<file path="src/rtl/tile_skew_feeder_pkg.sv">
// Shared configuration for the tile skew feeder: default geometry, phase-counter
// sizing, tile element indexing and the streaming FSM encoding.
package tile_skew_feeder_pkg;
  localparam int S2P_SIZE   = 4;
  localparam int DATA_WIDTH = 8;

  // Phase runs 0..2*S2P-2; keep at least one bit so S2P=1 still has a counter.
  function automatic int phase_w(input int s2p);
    return (2 * s2p - 1 > 1) ? $clog2(2 * s2p - 1) : 1;
  endfunction

  function automatic int elem_idx(input int r, input int c, input int s2p);
    return r * s2p + c;
  endfunction

  typedef enum logic {IDLE = 1'b0, STREAM = 1'b1} feed_state_e;
endpackage

</file>
<file path="src/rtl/tile_pingpong_buf.sv">
// Two-entry ping-pong store for tensor/weight tile pairs with drop-on-full
// overflow tracking and a same-cycle capture/release rule.
module tile_pingpong_buf
  import tile_skew_feeder_pkg::*;
#(
  parameter int S2P = S2P_SIZE,
  parameter int DW  = DATA_WIDTH
) (
  input  logic                   clk,
  input  logic                   rst,
  input  logic                   wr_en,
  input  logic [S2P*S2P*DW-1:0]  wr_tensor,
  input  logic [S2P*S2P*DW-1:0]  wr_weight,
  input  logic                   wr_k_last,
  input  logic                   rel,
  output logic [1:0]             count,
  output logic [S2P*S2P*DW-1:0]  cur_tensor,
  output logic [S2P*S2P*DW-1:0]  cur_weight,
  output logic                   cur_k_last,
  output logic [S2P*S2P*DW-1:0]  nxt_tensor,
  output logic [S2P*S2P*DW-1:0]  nxt_weight,
  output logic                   nxt_k_last,
  output logic                   full,
  output logic                   overflow
);
  logic                  wr_ptr, rd_ptr;
  logic [S2P*S2P*DW-1:0] tensor_q [2];
  logic [S2P*S2P*DW-1:0] weight_q [2];
  logic [1:0]            klast_q;
  logic                  accept, drop, byp;
  logic [1:0]            count_n;

  // A release in the same cycle frees a slot, so a full buffer can still accept.
  assign accept = wr_en && ((count != 2'd2) || rel);
  assign drop   = wr_en && (count == 2'd2) && !rel;

  always_comb begin
    count_n = count;
    case ({accept, rel})
      2'b10:   count_n = count + 2'd1;
      2'b01:   count_n = count - 2'd1;
      default: count_n = count;
    endcase
  end

  always_ff @(posedge clk or posedge rst) begin
    if (rst) begin
      wr_ptr   <= 1'b0;
      rd_ptr   <= 1'b0;
      count    <= 2'd0;
      full     <= 1'b0;
      overflow <= 1'b0;
    end else begin
      if (accept) wr_ptr <= ~wr_ptr;
      if (rel)    rd_ptr <= ~rd_ptr;
      count <= count_n;
      full  <= (count_n == 2'd2);
      if (drop) overflow <= 1'b1;
    end
  end

  always_ff @(posedge clk) begin
    if (accept) begin
      tensor_q[wr_ptr] <= wr_tensor;
      weight_q[wr_ptr] <= wr_weight;
      klast_q[wr_ptr]  <= wr_k_last;
    end
  end

  assign cur_tensor = tensor_q[rd_ptr];
  assign cur_weight = weight_q[rd_ptr];
  assign cur_k_last = klast_q[rd_ptr];

  // Next tile may be landing this very cycle; forward it so there is no bubble.
  assign byp        = accept && (wr_ptr != rd_ptr);
  assign nxt_tensor = byp ? wr_tensor : tensor_q[~rd_ptr];
  assign nxt_weight = byp ? wr_weight : weight_q[~rd_ptr];
  assign nxt_k_last = byp ? wr_k_last : klast_q[~rd_ptr];
endmodule

</file>
<file path="src/rtl/tile_skew_feeder.sv">
// Streams buffered tile pairs diagonally skewed into an S2PxS2P systolic array,
// one registered beat per phase, holding under back-pressure.
module tile_skew_feeder
  import tile_skew_feeder_pkg::*;
#(
  parameter int S2P = S2P_SIZE,
  parameter int DW  = DATA_WIDTH
) (
  input  logic                  clk,
  input  logic                  rst,
  input  logic                  i_tile_valid,
  input  logic [S2P*S2P*DW-1:0] i_matrix_tensor,
  input  logic [S2P*S2P*DW-1:0] i_matrix_weight,
  input  logic                  i_k_last,
  input  logic                  i_array_ready,
  output logic [S2P*DW-1:0]     o_a_data,
  output logic [S2P*DW-1:0]     o_b_data,
  output logic [S2P-1:0]        o_lane_valid,
  output logic                  o_beat_valid,
  output logic                  o_first,
  output logic                  o_last,
  output logic                  o_k_last,
  output logic                  o_tile_done,
  output logic                  o_full,
  output logic                  o_overflow
);
  localparam int            PW      = phase_w(S2P);
  localparam logic [PW-1:0] LAST_PH = PW'(2 * S2P - 2);

  feed_state_e state, state_n;
  logic [PW-1:0] phase, ld_phase;
  logic          load, sel_nxt, rel, clear;

  logic [1:0]            count;
  logic [S2P*S2P*DW-1:0] cur_t, cur_w, nxt_t, nxt_w, src_t, src_w;
  logic                  cur_kl, nxt_kl, src_kl;

  logic [S2P-1:0][DW-1:0] a_q, b_q, a_n, b_n;
  logic [S2P-1:0]         lv_q, lv_n;
  logic                   beat_q, first_q, last_q, kl_q;

  tile_pingpong_buf #(.S2P(S2P), .DW(DW)) u_buf (
    .clk        (clk),
    .rst        (rst),
    .wr_en      (i_tile_valid),
    .wr_tensor  (i_matrix_tensor),
    .wr_weight  (i_matrix_weight),
    .wr_k_last  (i_k_last),
    .rel        (rel),
    .count      (count),
    .cur_tensor (cur_t),
    .cur_weight (cur_w),
    .cur_k_last (cur_kl),
    .nxt_tensor (nxt_t),
    .nxt_weight (nxt_w),
    .nxt_k_last (nxt_kl),
    .full       (o_full),
    .overflow   (o_overflow)
  );

  always_comb begin
    state_n  = state;
    load     = 1'b0;
    sel_nxt  = 1'b0;
    ld_phase = '0;
    rel      = 1'b0;
    clear    = 1'b0;
    case (state)
      IDLE: begin
        if (count != 2'd0) begin
          load    = 1'b1;
          state_n = STREAM;
        end
      end
      STREAM: begin
        if (i_array_ready) begin
          if (phase == LAST_PH) begin
            rel = 1'b1;
            // Another tile remains after this release: start it without a gap.
            if ((count == 2'd2) || i_tile_valid) begin
              load    = 1'b1;
              sel_nxt = 1'b1;
            end else begin
              clear   = 1'b1;
              state_n = IDLE;
            end
          end else begin
            load     = 1'b1;
            ld_phase = phase + PW'(1);
          end
        end
      end
      default: state_n = IDLE;
    endcase
  end

  assign src_t  = sel_nxt ? nxt_t  : cur_t;
  assign src_w  = sel_nxt ? nxt_w  : cur_w;
  assign src_kl = sel_nxt ? nxt_kl : cur_kl;

  // Lane i carries element k of its row when phase == i + k.
  always_comb begin
    a_n  = '0;
    b_n  = '0;
    lv_n = '0;
    for (int i = 0; i < S2P; i++) begin
      for (int k = 0; k < S2P; k++) begin
        if (ld_phase == PW'(i + k)) begin
          a_n[i]  = src_t[elem_idx(i, k, S2P)*DW +: DW];
          b_n[i]  = src_w[elem_idx(i, k, S2P)*DW +: DW];
          lv_n[i] = 1'b1;
        end
      end
    end
  end

  always_ff @(posedge clk or posedge rst) begin
    if (rst) begin
      state   <= IDLE;
      phase   <= '0;
      a_q     <= '0;
      b_q     <= '0;
      lv_q    <= '0;
      beat_q  <= 1'b0;
      first_q <= 1'b0;
      last_q  <= 1'b0;
      kl_q    <= 1'b0;
    end else begin
      state <= state_n;
      if (load) begin
        phase   <= ld_phase;
        a_q     <= a_n;
        b_q     <= b_n;
        lv_q    <= lv_n;
        beat_q  <= 1'b1;
        first_q <= (ld_phase == '0);
        last_q  <= (ld_phase == LAST_PH);
        kl_q    <= src_kl;
      end else if (clear) begin
        phase   <= '0;
        a_q     <= '0;
        b_q     <= '0;
        lv_q    <= '0;
        beat_q  <= 1'b0;
        first_q <= 1'b0;
        last_q  <= 1'b0;
        kl_q    <= 1'b0;
      end
    end
  end

  assign o_a_data     = a_q;
  assign o_b_data     = b_q;
  assign o_lane_valid = lv_q;
  assign o_beat_valid = beat_q;
  assign o_first      = first_q;
  assign o_last       = last_q;
  assign o_k_last     = kl_q;
  assign o_tile_done  = beat_q & last_q & i_array_ready;
endmodule

</file>
<file path="config.mk">
export PLATFORM = sky130hd
export DESIGN_NAME = tile_skew_feeder
export DESIGN_NICKNAME = d
export VERILOG_FILES = /design/src/rtl/tile_skew_feeder_pkg.sv /design/src/rtl/tile_pingpong_buf.sv /design/src/rtl/tile_skew_feeder.sv
export SDC_FILE = /design/constraint.sdc
export NUM_CORES = 1
export LEC_CHECK = 0
export ABC_AREA = 1
export BUFFER_PORTS_ARGS = -buffer_cell sky130_fd_sc_hd__buf_4
export CAP_MARGIN = 15
export CORE_MARGIN = 10
export CORE_UTILIZATION = 57
export DETAILED_ROUTE_END_ITERATION = 8
export GPL_ROUTABILITY_DRIVEN = 0
export HOLD_SLACK_MARGIN = 0.02
export MAX_ROUTING_LAYER = met4
export PLACE_DENSITY = 0.83
export SYNTH_ARGS = -nofsm -noshare
export SYNTH_HDL_FRONTEND = slang
export SYNTH_SLANG_ARGS = --single-unit
</file>
<file path="constraint.sdc">
create_clock -name clk -period 17.4 [get_ports clk]
set_clock_uncertainty 0.1 [all_clocks]
set_input_delay 4.35 -clock clk [delete_from_list [all_inputs] [get_ports clk]]
set_output_delay 4.35 -clock clk [all_outputs]
set_load 0.05 [all_outputs]
</file>
==> After elaboration in Yosys (flattened, before gate mapping) <==
Memory sizes are Yosys's and may differ from the RTL's.
Index checks and enable logic that the tools add are counted.
{ "totals": {"regBits": 84, "ram_bits": 512, "out_inout_bits": 75, "wordCells": 155, "memories": 2} }
{ "memory_table": {"columns": ["memory", "depth", "width", "read_ports", "rd_ports_with_merged_regs", "write_ports", "line", "text"], "rows": [
  ["u_buf.tensor_q", 2, 128, 2, 0, 1, "tile_pingpong_buf.sv:27", "logic [S2P*S2P*DW-1:0] tensor_q [2];"],
  ["u_buf.weight_q", 2, 128, 2, 0, 1, "tile_pingpong_buf.sv:28", "logic [S2P*S2P*DW-1:0] weight_q [2];"]
]} }
{ "classes": {"addsub": 3, "order_cmp": 4, "n_eq_ne": 13, "muxes": 96, "n_bitwise": 5, "n_reduce_logical": 11} }
{ "op_table": {"columns": ["op", "n"], "rows": [
  ["$mux W128", 4],
  ["$mux W8", 32],
  ["$mux W32", 3],
  ["$mux W1", 45],
  ["$mux W3", 5],
  ["$eq A3 B3 Y1 const B", 4],
  ["$mux W4", 2],
  ["$eq A2 B2 Y1 const B", 3],
  ["$eq A3 B2 Y1 const B", 2],
  ["$lt A1 B2 Y1 const B", 3],
  ["$logic_and A1 B1 Y1", 5],
  ["$pmux W1 S2", 2],
  ["$pmux W2 S2", 1],
  ["$reduce_bool A2 Y1", 2],
  ["$add A3 B1 Y3 const B", 1],
  ["$eq A3 B1 Y1 const B", 1],
  ["$logic_not A3 Y1", 1],
  ["$not A1 Y1", 3],
  ["$add A2 B1 Y2 const B", 1],
  ["$and A1 B1 Y1", 2],
  ["$bwmux W2", 1],
  ["$eq A2 B1 Y1 const B", 1],
  ["$logic_or A1 B1 Y1", 2],
  ["$ne A2 B2 Y1 const B", 1],
  ["5 further kinds", 5]
]} }

==> Longest topological paths before layout <==
Gate-level depths: netlist of run 1.
{ "depth": {"depth_word": 14, "depth_mapped": 12, "ltp_nobuf": 11} }

==> Cells and area by module <==
A second synthesis of run 1 with hierarchy kept.
{ "unflattened": {"cells_unflattened": 4086, "hier_area_um2": 32271.0} }
{ "modules_own_cells": {"columns": ["module", "instances", "cells_per_inst", "area_each_um2", "seq_area_each_um2"], "rows": [
  ["tile_pingpong_buf", 1, 2806, 25309.3, 15584.9],
  ["tile_skew_feeder", 1, 1280, 6961.7, 1901.8]
]} }

==> Worst setup path before layout of run 1 <==
No wires, ideal clock.
{ "synth_path": {"kind": "in2reg", "start": "input port i_array_ready", "end": "register u_buf.klast_q[1] (enable)", "setup_time_ps": 880, "t_arrival_ps": 15692, "required_time_ps": 16420, "slack_ps": 727, "cell_stages": 7, "path_buffers": 1, "path_cell_list": "nand2_2 > nor2_4 > nand2_4 > nand2_4 > buf_6 > nand2_1 > nor2_1"} }
{ "synth_via": {"elab_chain_len": 4} }
{ "synth_lines": {"columns": ["item", "line", "text"], "rows": [
  ["start, declared", "tile_skew_feeder.sv:15", "input logic i_array_ready,"],
  ["$mux W1", "tile_skew_feeder.sv:76", "if (i_array_ready) begin"],
  ["$mux W1", "tile_skew_feeder.sv:68", "case (state)"],
  ["$logic_or A1 B1 Y1", "tile_pingpong_buf.sv:34", "assign accept = wr_en && ((count != 2'd2) || rel);"],
  ["$logic_and A1 B1 Y1", "tile_pingpong_buf.sv:34", null],
  ["end signal, assigned by index", "tile_pingpong_buf.sv:66", "klast_q[wr_ptr] <= wr_k_last;"],
  ["end, declared", "tile_pingpong_buf.sv:29", "logic [1:0] klast_q;"]
]} }
Every way passes these cells.
A chain may end at the register's enable or synchronous reset.

==> Worst setup path in the final report of run 1 <==
{ "layout_path": {"start": "input port i_array_ready", "end": "output port o_tile_done"} }
{ "layout_via": {"elab_chain_len": 1} }
{ "layout_lines": {"columns": ["item", "line", "text"], "rows": [
  ["$and A1 B1 Y1", "tile_skew_feeder.sv:159", "assign o_tile_done = beat_q & last_q & i_array_ready;"],
  ["end, declared", "tile_skew_feeder.sv:23", "output logic o_tile_done,"]
]} }
Every way passes these cells.

==> results of run 1 <==
## worst min path at each step
stage | endpoint | cells past startpoint
after global placement | o_b_data[11]$_DFFE_PP0P_ | 2
after floorplan | state$_DFF_PP0_ | 2
after CTS | o_b_data[0]$_DFFE_PP0P_ | 2
final | o_b_data[0]$_DFFE_PP0P_ | 2
after global routing | o_b_data[0]$_DFFE_PP0P_ | 2
after detailed placement | o_b_data[0]$_DFFE_PP0P_ | 2
## logic make-up after synthesis
group           after synthesis
fa+ha+maj                     1
xor+xnor                      4
simple gates                894
buf+inv                     183
mux                          50
compound gates              353
flops                       596
## sequential cells by signal, summed over array words and instances, names as in the netlist
signal / count
u_buf.tensor_q: 256
u_buf.weight_q: 256
o_a_data: 32
o_b_data: 32
o_lane_valid: 4
phase: 3
u_buf.count: 2
u_buf.klast_q: 2
o_beat_valid: 1
o_first: 1
o_k_last: 1
o_last: 1
state: 1
u_buf.full: 1
u_buf.overflow: 1
u_buf.rd_ptr: 1
u_buf.wr_ptr: 1
## power by group through the flow
| stage | registers (mW) | clock network, mW | logic [mW] |
|---|---|---|---|
| global route | 2.15 | 1.33 | 1.72 |
| finish | 2.12 | 1.26 | 1.58 |
| global placement | 2.12 | 0 | 1.52 |
| floorplan | 2.44 | 0 | 0.874 |
| detailed placement | 2.14 | 0 | 1.56 |
| CTS | 2.12 | 1.27 | 1.57 |
## critical path, cell delays in order
cell    delay, ps
buf_4          90
inv_1          60
nor3_1        170
buf_4         240
## through the flow
step | setup slack, ps | instance area [µm²] | hold slack (ps) | util | power [mW]
floorplan | 727.3 | 24360 | 407.1 | - | 3.317
global placement | 8069 | 27080 | 365.5 | 0.6427 | 3.646
detailed placement | 8047 | 27080 | 366.1 | 0.6427 | 3.704
CTS | 8037 | 29000 | 383.5 | 0.6883 | 4.965
global route | 8008 | 29060 | 402.4 | 0.6896 | 5.199
finish | 8042 | 29060 | 383.3 | 0.6897 | 4.958
## per-layer routing
layer | vias to the layer above | track usage | share of wire
met5 | - | - | 0
met4 | 0 | 0.1162 | 0.041
li1 | 7831 | - | -
met1 | 8456 | 0.3200 | 0.38
met3 | 176 | 0.04832 | 0.085
met2 | 905 | 0.4205 | 0.49
## layout by cell type (no fill, tap or decap), types with 4 or more instances in the layout
cell       synthesis  final
nand4_1           51     51
edfxtp_1         514    514
a21oi_1           97     97
nand3_1           52     52
o21ai_0          220    220
dfrtp_1           82     81
clkinv_2           0     13
nor2_1           334    331
clkbuf_1          47     15
clkinv_1           1      4
inv_1             52     51
o21ai_1           33     33
nand2_2            7      7
mux2i_1           50     50
buf_4              5    351
nand2_1          439    439
inv_2              7      5
diode_2            0     13
clkbuf_8           8      8
nor2_4             2      6
bufinv_16          0      5
clkbuf_16          0     59
## final cells by class
cell class | count | area (µm²) | area share
Multi-Input combinational cell | 1302 | 6005 | 0.2066
Timing Repair Buffer | 354 | 2703 | 0.09300
Clock buffer | 82 | 1643 | 0.05653
Sequential cell | 596 | 17490 | 0.6019
Antenna cell | 13 | 32.53 | 0.001119
Tap cell | 539 | 674.4 | 0.02321
Clock inverter | 27 | 279.0 | 0.009601
Inverter | 60 | 234.0 | 0.008051
==> results.rst, run 1 <==
.. list-table::
   :header-rows: 1

   * - Metric
     - Value
   * - Number of buffers between clock root and the deepest sink
     - 3
   * - # resized after CTS
     - 0
   * - Iter 0 DRT Violations
     - 1911
   * - Number of global-route vias before repair
     - 17.64k
   * - Power per cell area
     - 170.6 nW/µm²
   * - Initial core utilization
     - 0.5783
   * - Worst Reg2Reg Path Length in Cells
     - 8
   * - Post-synthesis async set-or-reset flop share
     - 0.1376
   * - Peak supply drop
     - 0.1286 mV
   * - Share of synthesized cell area in full adder, half adder and majority cells
     - 0.0005135
   * - Post-synthesis xor/xnor area fraction
     - 0.001746
   * - Fraction of synthesized cell area taken by the top area cell type
     - 0.6335
   * - Portion of the post-synthesis area used by sequential elements
     - 0.7177
   * - Fraction of power spent switching nets
     - 0.3675
   * - Die Footprint
     - 51420 µm²
   * - TritonCTS clock tree
     - built
   * - Flip-flop cell with the highest count after synthesis
     - edfxtp_1
   * - TritonRoute pass-1 iters
     - 6
   * - Nature of the critical path endpoint
     - primary output
   * - Critical path destination
     - o_tile_done
   * - Warning count from the yosys run
     - 0
   * - Relative contribution of sequential cells to total power
     - 0.427
   * - Startpoint of the worst register-to-register path
     - u_buf.rd_ptr$_DFFE_PP0P_
   * - Input/output buffers
     - 335
   * - Area grow syn2layout
     - 19.27%
   * - Die span in x
     - 226.8 µm
   * - Count of fill cells added during filler insertion
     - 2831
   * - Post-route antenna net violation count
     - 0
   * - Number of enable-type register cells in the synthesized netlist
     - 514
   * - Fmax
     - 106.9 MHz
   * - Hold path startpoint
     - o_b_data[0]$_DFFE_PP0P_
   * - Placeable core region
     - 42130 µm²
   * - Global-route wire length before repair
     - 99.71 mm
   * - Unrepaired setup endpoints after global routing
     - false
   * - Std-Cell Rows
     - 75
   * - Insertion delay to the later sink of the worst-skew pair
     - 600 ps
   * - Setup Total Neg Slack
     - 0 ps
   * - CTS Root Buffer Type
     - clkbuf_16
   * - Number of nets produced by synthesis
     - 2343
   * - Synthesized-area fraction occupied by ao, oa, aoi and oai cells
     - 0.07292
   * - Total track usage
     - 0.2614
   * - Pins over their slew limit
     - 0
   * - Via density
     - 5.842
   * - Number of H-tree branching levels
     - 2
   * - Avg Synthesized Cell Area
     - 11.71 µm²
   * - Leading post-synthesis cells by instance count
     - 514 x edfxtp_1, 439 x nand2_1, 334 x nor2_1
   * - Worst slew pin tran
     - 1196 ps
   * - Seq cells post-synth
     - 596
   * - Leakage
     - 11.72 nW
   * - Library cell with the highest instance count after synthesis
     - edfxtp_1
   * - Area of the mapped netlist
     - 24360 µm²
   * - Cts-stage hold buffer count
     - 0
   * - Reg2Reg Setup Slack
     - 13560 ps
   * - Number of nets in the layout
     - 2634
   * - Hpwl dp
     - 40.41 mm
   * - Simple logic cell fraction of the synthesized area
     - 0.1494
   * - Type of origin of the critical path
     - input port
   * - Routed wirelength normalized by instance count
     - 22.31 µm
   * - Worst min path class
     - flip-flop to flip-flop
   * - Io pins
     - 336
   * - Maximum number of pins on one net before global-route repair
     - 181
   * - Total clock sinks
     - 596
   * - Required time of the worst setup path
     - 12950 ps
   * - Final wirelength
     - 66.33 mm
   * - Clock power frac
     - 0.254
   * - Non-Filler Instances
     - 2973
   * - Synthesized netlist cell count
     - 2081
   * - Share of synthesized area spent on multiplexers
     - 0.02054
   * - Number of endpoints with negative hold slack in the final report
     - 0
   * - Part of the cycle the worst path needs
     - 0.5378
   * - Crit path from
     - i_array_ready
   * - DRC violation count after routing
     - 0
   * - Maximum fanout encountered on the critical timing path
     - 2
   * - Max-capacitance violation count
     - 0
   * - Period minus WS final
     - 9358 ps
   * - Max-Slew Margin vs Limit
     - 0.2025
   * - Clock slew at reported path FFs
     - 70 ps
   * - Setup Buffers After CTS
     - 0
   * - Via count
     - 17.37k
   * - Cell taking the most area after synthesis
     - edfxtp_1
   * - Placed cells
     - 2850
   * - Dominant combinational cell family by area after synthesis
     - simple AND/OR/NAND/NOR gates
   * - Status
     - finished, final reports clean
   * - Combinational power share
     - 0.318
   * - Capturing point of the worst reg2reg path
     - o_b_data[3]$_DFFE_PP0P_
   * - Die height
     - 226.8 µm
   * - Critical setup path kind
     - input port to primary output
   * - Design internal power
     - 3.136 mW
   * - Fraction of layout cells with a size suffix above 1
     - 0.1966
   * - Initial antenna violation count
     - 11
   * - Setup violations, final
     - 0
   * - Biggest area contributors in the synthesized netlist
     - edfxtp_1 63%, dfrtp_1 8.4%, nand2_1 6.8%
   * - Overflow left after global routing
     - 0
   * - Count of distinct cell types in the synthesized netlist
     - 38
   * - Data arrival time of the worst path
     - 4910 ps
   * - Number of CTS-inserted buffers
     - 58
   * - Switching power
     - 1.822 mW
Power figures use the tool's default switching activity.
==> run 2: changes to the inputs <==
--- a/config.mk
+++ b/config.mk
@@ -5,7 +5,7 @@
 export SDC_FILE = /design/constraint.sdc
 export NUM_CORES = 1
 export LEC_CHECK = 0
-export ABC_AREA = 1
+export ABC_AREA = 0
 export BUFFER_PORTS_ARGS = -buffer_cell sky130_fd_sc_hd__buf_4
 export CAP_MARGIN = 15
 export CORE_MARGIN = 10
==> constraint.sdc (replaced) <==
create_clock -name clk -period 9.65 [get_ports clk]
set_clock_uncertainty 0.1 [all_clocks]
set_input_delay 2.4125 -clock clk [delete_from_list [all_inputs] [get_ports clk]]
set_output_delay 2.4125 -clock clk [all_outputs]
set_load 0.05 [all_outputs]
==> results.rst, run 2 <==
.. list-table::
   :header-rows: 1

   * - Metric
     - Value
   * - Status
     - finished, final reports clean
   * - Post-route antenna net violation count
     - 0
   * - CTS Root Buffer Type
     - clkbuf_16
   * - Fraction of layout cells with a size suffix above 1
     - 0.3085
   * - Hpwl dp
     - 35.32 mm
   * - Total clock sinks
     - 596
   * - Die Footprint
     - 49740 µm²
   * - Fraction of synthesized cell area taken by the top area cell type
     - 0.6569
   * - TritonCTS clock tree
     - built
   * - Insertion delay to the later sink of the worst-skew pair
     - 600 ps
   * - Critical setup path kind
     - input port to primary output
   * - Slowest-stage cell, CP
     - and3_1
   * - Commonest cells after routing, fill and taps aside
     - 514 x edfxtp_1, 348 x buf_4, 198 x mux2i_1, 81 x dfrtp_1, 77 x mux2_2
   * - Io pins
     - 336
   * - # resized after CTS
     - 0
   * - Worst min path class
     - flip-flop to flip-flop
   * - Maximum number of pins on one net before global-route repair
     - 155
   * - Global-route wire length before repair
     - 86.19 mm
   * - Post-synthesis xor/xnor area fraction
     - 0.002929
   * - DRC violation count after routing
     - 0
   * - Clock slew at reported path FFs
     - 60 ps
   * - Initial core utilization
     - 0.5754
   * - Cell taking the most area after synthesis
     - edfxtp_1
   * - Area grow syn2layout
     - 20.39%
   * - TritonRoute pass-1 iters
     - 5
   * - Power per cell area
     - 307.6 nW/µm²
   * - Count of distinct cell types in the synthesized netlist
     - 52
   * - Max-Slew Margin vs Limit
     - 0.2300
   * - Routed wirelength normalized by instance count
     - 25.15 µm
   * - Biggest area contributors in the synthesized netlist
     - edfxtp_1 66%, dfrtp_1 8.7%, mux2i_1 8.4%
   * - Dominant combinational cell family by area after synthesis
     - multiplexers
   * - Library cell with the highest instance count after synthesis
     - edfxtp_1
   * - Largest registers
     - u_buf.tensor_q: 256 flops, u_buf.weight_q: 256 flops
   * - Area of the mapped netlist
     - 23500 µm²
   * - Type of origin of the critical path
     - input port
   * - Worst Hold Slack
     - 384.8 ps
   * - Peak supply drop
     - 0.2437 mV
   * - Max-capacitance violation count
     - 0
   * - Pins over their slew limit
     - 0
   * - Nature of the critical path endpoint
     - primary output
   * - Cell repeated most along the worst path
     - buf_4
   * - Number of buffers between clock root and the deepest sink
     - 3
   * - Number of nets produced by synthesis
     - 1659
   * - Number of endpoints with negative hold slack in the final report
     - 0
   * - Simple logic cell fraction of the synthesized area
     - 0.02918
   * - WHS Endpoint
     - o_b_data[22]$_DFFE_PP0P_
   * - Iter 0 DRT Violations
     - 1398
   * - Seq cells post-synth
     - 596
   * - Startpoint of the worst register-to-register path
     - phase[1]$_DFFE_PP0P_
   * - Final wirelength
     - 57.98 mm
   * - Leading post-synthesis cells by instance count
     - 514 x edfxtp_1, 198 x mux2i_1, 82 x dfrtp_1
   * - Synthesized-area fraction occupied by ao, oa, aoi and oai cells
     - 0.07679
   * - Input/output buffers
     - 335
   * - Period minus WS final
     - 5452 ps
   * - Required time of the worst setup path
     - 7140 ps
   * - Reg2Reg Setup Slack
     - 5250 ps
   * - Setup Total Neg Slack
     - 0 ps
   * - Capturing point of the worst reg2reg path
     - u_buf.tensor_q[0][104]$_DFFE_PP_
   * - Avg Synthesized Cell Area
     - 16.82 µm²
   * - Part of the cycle the worst path needs
     - 0.5650
   * - Tot Pwr
     - 8.700 mW
   * - Initial antenna violation count
     - 3
   * - Synthesized netlist cell count
     - 1397
   * - Ordered list of cells on the worst path
     - buf_4 -> and3_1 -> buf_4
   * - Placed cells
     - 2195
   * - Std-Cell Rows
     - 74
   * - Worst path buffer plus inverter count
     - 2
   * - Commonest non-fill, non-tap cell in the layout
     - edfxtp_1
   * - Via count
     - 13.90k
   * - Crit path from
     - i_array_ready
   * - Die span in x
     - 223.0 µm
   * - Setup violations, final
     - 0
   * - Number of enable-type register cells in the synthesized netlist
     - 514
   * - Post-synthesis async set-or-reset flop share
     - 0.1376
   * - Number of H-tree branching levels
     - 2
   * - Cell family with most CP delay
     - buffers and inverters
   * - Unrepaired setup endpoints after global routing
     - false
   * - Flip-flop cell with the highest count after synthesis
     - edfxtp_1
   * - Number of CTS-inserted buffers
     - 58
   * - Setup Buffers After CTS
     - 0
   * - Placeable core region
     - 40830 µm²
   * - Worst Reg2Reg Path Length in Cells
     - 6
   * - Warning count from the yosys run
     - 0
   * - Via density
     - 6.030
   * - Crit path largest cell delay
     - 190 ps
   * - Total cell area at the placement stage
     - 26340 µm²
   * - Fmax
     - 183.4 MHz
   * - Share of synthesized area spent on multiplexers
     - 0.1213
   * - Maximum fanout encountered on the critical timing path
     - 8
   * - Design Area, Final
     - 28290 µm²
   * - Data arrival time of the worst path
     - 2940 ps
   * - Leakage
     - 10.73 nW
   * - Portion of the post-synthesis area used by sequential elements
     - 0.7442
   * - Number of global-route vias before repair
     - 14.68k
   * - Worst slew pin tran
     - 1155 ps
   * - Cell count of the worst hold path
     - 2
   * - Share of synthesized cell area in full adder, half adder and majority cells
     - 0.0005325
   * - Number of nets in the layout
     - 1985
   * - Total track usage
     - 0.2308
   * - Non-Filler Instances
     - 2305
   * - Overflow left after global routing
     - 0
   * - Die height
     - 223.0 µm
   * - Hold path startpoint
     - o_b_data[22]$_DFFE_PP0P_
   * - Cts-stage hold buffer count
     - 0
## run 2: logic make-up (layout without fill, tap and decap cells)
| logic type | after synthesis | in the layout |
|---|---|---|
| flops | 596 | 596 |
| mux | 275 | 275 |
| compound gates | 274 | 274 |
| simple gates | 140 | 140 |
| buf+inv | 104 | 477 |
| xor+xnor | 7 | 7 |
| fa+ha+maj | 1 | 1 |
| other cells | 0 | 3 |
## run 2: final cells by class
class                      count  area [µm²]
sequential                   596       17490
fill                        2549       12540
multi-input combinational    697        5453
timing repair buffer         350        2653
clock buffer                  69        1574
tap                          532       665.6
clock inverter                38       366.6
inverter                      20       77.57
antenna                        3       7.507
## run 2: worst max path at each step
stage	endpoint	slack (ps)	depth (start not counted)
2_1_floorplan	u_buf.klast_q[1]$_DFFE_PP_	7	3
3_3_place_gp	u_buf.weight_q[0][103]$_DFFE_PP_	3940	7
3_5_place_dp	u_buf.tensor_q[0][118]$_DFFE_PP_	3820	7
4_1_cts	o_tile_done	4200	3
5_1_grt	o_tile_done	4180	3
6_report	o_tile_done	4200	3
## run 2: power breakdown
part / total, mW / internal, mW / switching (mW) / leakage, nW
registers: 3.85 / 3.55 / 0.295 / 5.82
logic: 2.56 / 0.920 / 1.64 / 3.96
clock network: 2.29 / 1.35 / 0.945 / 0.954
total: 8.70 / 5.82 / 2.88 / 10.7
## run 2: stage by stage
| stage | setup slack (ps) | utilization |
|---|---|---|
| 5_1_grt | 4179 | 0.6928 |
| 2_1_floorplan | 6.909 | - |
| 6_report | 4198 | 0.6928 |
| 3_3_place_gp | 3935 | 0.6451 |
| 3_5_place_dp | 3817 | 0.6451 |
| 4_1_cts | 4195 | 0.6926 |
## run 2: worst min-delay path: stages (launching register included)
cell	delay [ps]
dfrtp_1	340
nand2_1	50
o21ai_0	60
## run 2: routing by layer
metal / share of wire / up-vias / wire length [µm] / track usage
li1: - / 6123 / - / -
met1: 0.40 / 7032 / 23060 / 0.2884
met2: 0.51 / 656 / 29500 / 0.3767
met3: 0.071 / 89 / 4142 / 0.04249
met4: 0.022 / 0 / 1275 / 0.07432
met5: 0 / - / 0 / -
